$ cat src/rtl/accum_ctrl_if.sv
// Sequencer-to-datapath bundle: start/instruction/zero flag in, strobes out.
// Latency: wires only, no state.
// Backpressure: none; the strobes are one-cycle commands that are always accepted.
interface accum_ctrl_if #(
  parameter int NREG = 4
);
  logic            start;
  logic [7:0]      instr_in;
  logic            acc_zero;
  logic            pc_inc;
  logic            pc_load;
  logic [7:0]      pc_target;
  logic [NREG-1:0] load_reg;
  logic [NREG-1:0] dump_reg;
  logic            load_acc;
  logic [1:0]      acc_sel;
  logic [7:0]      imm_out;
  logic [2:0]      alu_op;
  logic            busy;
  logic            halted;
  logic            illegal;

  // The sequencer initiates every register/accumulator/PC transfer.
  modport master (
    input  start, instr_in, acc_zero,
    output pc_inc, pc_load, pc_target, load_reg, dump_reg, load_acc,
           acc_sel, imm_out, alu_op, busy, halted, illegal
  );

  modport slave (
    output start, instr_in, acc_zero,
    input  pc_inc, pc_load, pc_target, load_reg, dump_reg, load_acc,
           acc_sel, imm_out, alu_op, busy, halted, illegal
  );
endinterface

$ cat src/rtl/accum_ctrl.sv
// Instruction sequencer for the 8-bit accumulator datapath (FETCH/DECODE/EXEC, sticky HALT).
// Latency: fixed 3 cycles per instruction; strobes are registered, except JZ's pc_load which follows acc_zero.
// Backpressure: none; the datapath responds to every strobe in the cycle it is issued.
module accum_ctrl #(
  parameter int NREG = 4
) (
  input  logic         clk,
  input  logic         reset_n,
  accum_ctrl_if.master bus
);

  typedef enum logic [2:0] {
    S_IDLE,
    S_FETCH,
    S_DECODE,
    S_EXEC,
    S_HALT
  } state_t;

  state_t          state_q;
  logic [7:0]      ir_q;
  logic            pc_inc_q;
  logic            pc_load_q;
  logic            jz_q;
  logic [NREG-1:0] load_reg_q;
  logic [NREG-1:0] dump_reg_q;
  logic            load_acc_q;
  logic [1:0]      acc_sel_q;
  logic [2:0]      alu_op_q;
  logic            busy_q;
  logic            halted_q;
  logic            illegal_q;

  logic [3:0]      fetch_op;
  logic [3:0]      ir_op;
  logic [3:0]      alu_code;

  assign fetch_op = bus.instr_in[7:4];
  assign ir_op    = ir_q[7:4];
  assign alu_code = ir_op - 4'd3;

  // LDR and the ALU ops read a register through the dump mux.
  function automatic logic reads_reg(input logic [3:0] op);
    return (op == 4'h1) || ((op >= 4'h3) && (op <= 4'h6));
  endfunction

  function automatic logic [NREG-1:0] reg_sel(input logic [1:0] n);
    return NREG'(1) << n;
  endfunction

  // Sequencer state, IR and registered strobes for the state being entered.
  always_ff @(posedge clk or negedge reset_n) begin
    if (!reset_n) begin
      state_q    <= S_IDLE;
      ir_q       <= 8'h00;
      pc_inc_q   <= 1'b0;
      pc_load_q  <= 1'b0;
      jz_q       <= 1'b0;
      load_reg_q <= '0;
      dump_reg_q <= '0;
      load_acc_q <= 1'b0;
      acc_sel_q  <= 2'd0;
      alu_op_q   <= 3'd0;
      busy_q     <= 1'b0;
      halted_q   <= 1'b0;
      illegal_q  <= 1'b0;
    end else begin
      // Strobes last exactly one cycle unless re-armed below.
      pc_inc_q   <= 1'b0;
      pc_load_q  <= 1'b0;
      jz_q       <= 1'b0;
      load_reg_q <= '0;
      dump_reg_q <= '0;
      load_acc_q <= 1'b0;
      acc_sel_q  <= 2'd0;
      alu_op_q   <= 3'd0;
      case (state_q)
        S_IDLE: begin
          if (bus.start) begin
            state_q  <= S_FETCH;
            pc_inc_q <= 1'b1;
            busy_q   <= 1'b1;
          end
        end
        S_FETCH: begin
          ir_q    <= bus.instr_in;
          state_q <= S_DECODE;
          // Select the source register a cycle early so the bus settles before the load.
          if (reads_reg(fetch_op)) dump_reg_q <= reg_sel(bus.instr_in[1:0]);
        end
        S_DECODE: begin
          state_q <= S_EXEC;
          case (ir_op)
            4'h1: begin
              dump_reg_q <= reg_sel(ir_q[1:0]);
              acc_sel_q  <= 2'd1;
              load_acc_q <= 1'b1;
            end
            4'h2: load_reg_q <= reg_sel(ir_q[1:0]);
            4'h3, 4'h4, 4'h5, 4'h6: begin
              dump_reg_q <= reg_sel(ir_q[1:0]);
              alu_op_q   <= alu_code[2:0];
              load_acc_q <= 1'b1;
            end
            4'h7: begin
              acc_sel_q  <= 2'd2;
              load_acc_q <= 1'b1;
            end
            4'h8: pc_load_q <= 1'b1;
            4'h9: jz_q      <= 1'b1;
            default: ;
          endcase
        end
        S_EXEC: begin
          if (ir_op == 4'hF) begin
            state_q  <= S_HALT;
            busy_q   <= 1'b0;
            halted_q <= 1'b1;
          end else begin
            state_q  <= S_FETCH;
            pc_inc_q <= 1'b1;
            if ((ir_op >= 4'hA) && (ir_op <= 4'hE)) illegal_q <= 1'b1;
          end
        end
        S_HALT: ;
        default: begin
          state_q <= S_IDLE;
          busy_q  <= 1'b0;
        end
      endcase
    end
  end

  // Only JZ lets an input reach an output: the branch is taken on the live zero flag.
  assign bus.pc_load   = pc_load_q | (jz_q & bus.acc_zero);
  assign bus.pc_inc    = pc_inc_q;
  assign bus.pc_target = {4'b0000, ir_q[3:0]};
  assign bus.imm_out   = {4'b0000, ir_q[3:0]};
  assign bus.load_reg  = load_reg_q;
  assign bus.dump_reg  = dump_reg_q;
  assign bus.load_acc  = load_acc_q;
  assign bus.acc_sel   = acc_sel_q;
  assign bus.alu_op    = alu_op_q;
  assign bus.busy      = busy_q;
  assign bus.halted    = halted_q;
  assign bus.illegal   = illegal_q;

endmodule

$ cat src/flat_wrapper.sv
// flat-port wrapper written by rule: the top's interface ports become plain ports
module accum_ctrl_flat 
#(
  parameter int NREG = 4
)
  (clk, reset_n, bus_start, bus_instr_in, bus_acc_zero, bus_pc_inc, bus_pc_load, bus_pc_target, bus_load_reg, bus_dump_reg, bus_load_acc, bus_acc_sel, bus_imm_out, bus_alu_op, bus_busy, bus_halted, bus_illegal);
  accum_ctrl_if #(.NREG(NREG)) bus_i ();
  input  logic clk;
  input  logic reset_n;
  input wire logic [$bits(bus_i.start)-1:0] bus_start;
  input wire logic [$bits(bus_i.instr_in)-1:0] bus_instr_in;
  input wire logic [$bits(bus_i.acc_zero)-1:0] bus_acc_zero;
  output wire logic [$bits(bus_i.pc_inc)-1:0] bus_pc_inc;
  output wire logic [$bits(bus_i.pc_load)-1:0] bus_pc_load;
  output wire logic [$bits(bus_i.pc_target)-1:0] bus_pc_target;
  output wire logic [$bits(bus_i.load_reg)-1:0] bus_load_reg;
  output wire logic [$bits(bus_i.dump_reg)-1:0] bus_dump_reg;
  output wire logic [$bits(bus_i.load_acc)-1:0] bus_load_acc;
  output wire logic [$bits(bus_i.acc_sel)-1:0] bus_acc_sel;
  output wire logic [$bits(bus_i.imm_out)-1:0] bus_imm_out;
  output wire logic [$bits(bus_i.alu_op)-1:0] bus_alu_op;
  output wire logic [$bits(bus_i.busy)-1:0] bus_busy;
  output wire logic [$bits(bus_i.halted)-1:0] bus_halted;
  output wire logic [$bits(bus_i.illegal)-1:0] bus_illegal;
  assign bus_i.start = bus_start;
  assign bus_i.instr_in = bus_instr_in;
  assign bus_i.acc_zero = bus_acc_zero;
  assign bus_pc_inc = bus_i.pc_inc;
  assign bus_pc_load = bus_i.pc_load;
  assign bus_pc_target = bus_i.pc_target;
  assign bus_load_reg = bus_i.load_reg;
  assign bus_dump_reg = bus_i.dump_reg;
  assign bus_load_acc = bus_i.load_acc;
  assign bus_acc_sel = bus_i.acc_sel;
  assign bus_imm_out = bus_i.imm_out;
  assign bus_alu_op = bus_i.alu_op;
  assign bus_busy = bus_i.busy;
  assign bus_halted = bus_i.halted;
  assign bus_illegal = bus_i.illegal;
  accum_ctrl #(.NREG(NREG)) u_core (.clk(clk), .reset_n(reset_n), .bus(bus_i));
endmodule
$ cat config.mk
export PLATFORM = sky130hd
export DESIGN_NAME = accum_ctrl_flat
export DESIGN_NICKNAME = d
export VERILOG_FILES = /design/src/rtl/accum_ctrl_if.sv /design/src/rtl/accum_ctrl.sv /design/src/flat_wrapper.sv
export SDC_FILE = /design/constraint.sdc
export NUM_CORES = 1
export LEC_CHECK = 0
export ABC_CLOCK_PERIOD_IN_PS = 3400
export BUFFER_PORTS_ARGS = -buffer_cell sky130_fd_sc_hd__buf_2
export CORE_UTILIZATION = 30
export CTS_CLUSTER_DIAMETER = 100
export CTS_CLUSTER_SIZE = 30
export DETAILED_ROUTE_END_ITERATION = 8
export PLACE_DENSITY = 0.61
export SLEW_MARGIN = 20
export SYNTH_ARGS = -nofsm -noshare
export SYNTH_HDL_FRONTEND = slang
export SYNTH_SLANG_ARGS = --single-unit
$ cat constraint.sdc
create_clock -name clk -period 3.4 [get_ports clk]
set_input_delay 0.51 -clock clk [delete_from_list [all_inputs] [get_ports clk]]
set_output_delay 0.51 -clock clk [all_outputs]
set_load 0.02 [all_outputs]
==> impl_metrics.py <==
metrics = {
    "clock_tree": {
        "clockRootBuffer": "clkbuf_8",
        "cts_sinks": 31,
        "postCtsSetupBuffers": 0,
        "cts_tree": "yes",
        "cts_buffer_depth": 2,
        "insertion_delay_ps": 280,
        "clk_pin_slew_ps": 60,
        "hold_buffers": 0,
        "cts-htree-levels": 2,
        "cts_made_buffers": 5,
        "post_cts_resized": 0,
    },
    "timing": {
        "rsz0062_at_grt": "no",
        "tns_ps": 0,
        "final-setup-viol-count": 0,
        "hold_viol_final": 0,
        "finalCritPeriodShare_pct": 51.35,
        "fmax_mhz": 572.7,
        "drv_slew": 0,
        "worstMarginPinSlew_ps": 658.7,
        "finalCriticalPeriod_ps": 1746,
        "skew_ps": 5.599,
        "slew_headroom_pct": 56.08,
    },
    "critical_path": {
        "critPathKind": "reg2reg",
        "cp-start-kind": "flop",
        "cp-endpoint": "u_core.bus.dump_reg[0]$_DFF_PN0_",
        "worst_path_max_delay_cell": "or4b_4",
        "rr_startpoint": "u_core.ir_q[5]$_DFFE_PN0P_",
        "rrSetupSlack_ps": 1650,
        "cp-startpoint": "u_core.ir_q[5]$_DFFE_PN0P_",
        "r2r_end": "u_core.bus.dump_reg[0]$_DFF_PN0_",
        "slowest_delay_ps": 560,
        "r2r_cells": 5,
        "end_kind": "flop",
        "cp_data_required_time_ps": 3540,
        "path_cells": "inv_1 > ha_1 > or4b_4 > o311ai_2 > o22ai_1",
        "worstPathMaxFanout": 5,
        "worstPathArrival_ps": 1880,
    },
    "floorplanning": {
        "core_um2": 4817,
        "rows": 25,
        "start_util_pct": 31.61,
        "die_y_um": 73.25,
        "die-area_um2": 5365,
        "die_width_um": 73.25,
        "io-pin-count": 47,
    },
    "run": {
        "maxCapViolCount": 0,
    },
    "yosys": {
        "syn_inst": 134,
        "synth_cell_type_count": 38,
        "synth_top_area_share_pct": 50.94,
        "yosys_warnings": 0,
        "synthTopCellsByArea": "dfrtp_1 51%, buf_4 8.4%, ha_1 3.3%, nor2_1 3.2%, nor4b_4 3.1%",
        "yosysTopAreaCell": "dfrtp_1",
        "ys_ff_latch": 31,
        "synth_area_um2": 1523,
        "syn_area_per_cell_um2": 11.36,
        "yosysSeqAreaShare_pct": 50.94,
    },
    "power": {
        "power.share.switching_pct": 39.79,
        "clkPwrFrac_pct": 20.3,
        "p_int_mw": 0.9316,
        "leakage_nw": 0.8821,
        "seq_power_share_pct": 39.9,
        "switchingPower_mw": 0.6156,
        "comb_power_share_pct": 39.8,
        "powerDensity_nw_per_um2": 882.0,
        "vdd_drop_max_v": 0.0002856,
    },
    "drt": {
        "avgRoutedWirePerCell_um": 11.16,
        "postRouteAntennaNets": 0,
        "viasPerCell": 4.189,
        "drt-pass1-iter-count": 4,
        "drc": 0,
        "wirelength_mm": 2.601,
        "drt_iter0_markers": 69,
        "vias": 976,
    },
    "global_route": {
        "grt_start_max_net_pins": 32,
        "antenna_found_initial": 0,
        "globalRouteTotalUtil_pct": 10.75,
        "grt_pass1_wl_mm": 4.140,
        "grt_overflow": 0,
        "grt_pass1_vias": 885,
    },
    "finish": {
        "fin_cells": 233,
        "antenna_cells": 0,
        "num-nets-final": 181,
        "filler_cell_count": 535,
        "largest_register_ffs": 8,
        "drive_gt1_share_pct": 34.34,
        "final_cell_mix": "38 x buf_2, 31 x dfrtp_1, 13 x nor2_1",
        "syn2layout_area_growth_pct": 15.20,
        "final_common_cell": "buf_2",
    },
    "worst_hold_path": {
        "min_path_type": "in2async",
    },
    "placed_design": {
        "place.gp.congestion": 0.7464,
        "dp_hpwl_mm": 1.926,
        "io_buffer_count": 38,
        "dp.cells": 225,
    },
    "run_status": {
        "run_status": "completed",
    },
}
layer usage:
metal | global-route usage (%) | part of all wire (%)
met2 | 15.95 | 46
met5 | 0 | 0
met4 | 4.575 | 1.0
met3 | 4.558 | 6.0
met1 | 13.64 | 47
area by class of cell:
class,instances,area [um^2],share of cell area (%)
timing repair buffer,38,190.2,10.84
inverter,6,22.52,1.284
sequential,31,775.7,44.22
multi-input combinational,83,581.8,33.17
clock buffer,8,100.1,5.706
tap,67,83.83,4.779
power groups by stage:
stage | registers, mW | logic, mW | clock network (mW)
final | 0.618 | 0.616 | 0.313
after global routing | 0.643 | 0.679 | 0.336
after CTS | 0.621 | 0.626 | 0.322
after detailed placement | 0.626 | 0.623 | 0
after global placement | 0.624 | 0.617 | 0
after floorplan | 0.605 | 0.574 | 0
worst min-delay path by stage:
| stage | endpoint | from | cells past startpoint | slack (ps) |
|---|---|---|---|---|
| 2_1_floorplan | u_core.bus.acc_sel[0]$_DFF_PN0_ | reset_n | 0 | 210 |
| 3_3_place_gp | u_core.bus.illegal$_DFFE_PN0P_ | u_core.bus.illegal$_DFFE_PN0P_ | 1 | 450 |
| 3_5_place_dp | u_core.bus.illegal$_DFFE_PN0P_ | u_core.bus.illegal$_DFFE_PN0P_ | 1 | 450 |
| 4_1_cts | u_core.ir_q[4]$_DFFE_PN0P_ | reset_n | 1 | 290 |
| 5_1_grt | u_core.bus.acc_sel[0]$_DFF_PN0_ | reset_n | 1 | 320 |
| 6_report | u_core.ir_q[4]$_DFFE_PN0P_ | reset_n | 1 | 260 |
cell usage after synthesis:
| library cell | number |
|---|---|
| nand3_1 | 2 |
| nor2b_1 | 1 |
| mux2_1 | 2 |
| a21o_1 | 3 |
| o41ai_1 | 1 |
| nand2_1 | 8 |
| inv_1 | 6 |
| o211ai_1 | 1 |
| o21bai_1 | 1 |
| or2b_1 | 1 |
| nand3b_1 | 2 |
| clkbuf_4 | 1 |
| nor3b_1 | 2 |
| conb_1 | 1 |
| nor3_1 | 1 |
| nor2_1 | 13 |
| buf_4 | 17 |
| xnor2_1 | 1 |
| a31oi_1 | 1 |
| nand2b_1 | 2 |
| mux2_2 | 4 |
| dfrtp_1 | 31 |
| nor3b_4 | 1 |
| a221o_1 | 1 |
| or2_2 | 2 |
| or4b_4 | 1 |
| and3_1 | 2 |
| buf_6 | 3 |
| nand4b_1 | 1 |
| nor4b_4 | 2 |
| a211oi_1 | 1 |
| a21boi_0 | 1 |
| o311ai_2 | 1 |
| and3_2 | 1 |
| ha_1 | 4 |
| o21ai_0 | 6 |
| o22ai_1 | 4 |
| a21oi_1 | 1 |
critical path, delay by kind of cell (launching register included):
| family | cells | cell delay [ps] |
|---|---|---|
| DFF | 1 | 400 |
| adders and majority gates | 1 | 240 |
| buffers and inverters | 1 | 90 |
| AOI/OAI and AO/OA | 2 | 300 |
| and+or+nand+nor | 1 | 560 |
metrics by stage:
stage	area [um^2]	utilization (%)	hold WS [ps]	power, mW	setup slack [ps]
6_report	1754	36.42	257.2	1.547	1654
3_3_place_gp	1654	34.34	449.1	1.241	1706
5_1_grt	1754	36.42	320.8	1.658	1530
2_1_floorplan	1549	-	214.4	1.179	1797
4_1_cts	1754	36.42	286.0	1.569	1652
3_5_place_dp	1654	34.34	451.5	1.249	1669
kinds of logic (layout without fill, tap and decap cells):
kind of cell               Yosys count  in the layout  share of synthesized area [%]
muxes                                6              6                          4.437
DFF                                 31             31                          50.94
AOI/OAI and AO/OA                   22             22                          10.11
adders and majority gates            4              4                          3.287
xor gates and xnor gates             1              1                         0.5753
and+or+nand+nor                     42             42                          17.83
buffers and inverters               27             52                          12.57
other                                1              8                         0.2463
(Power assumes the default switching activity.)
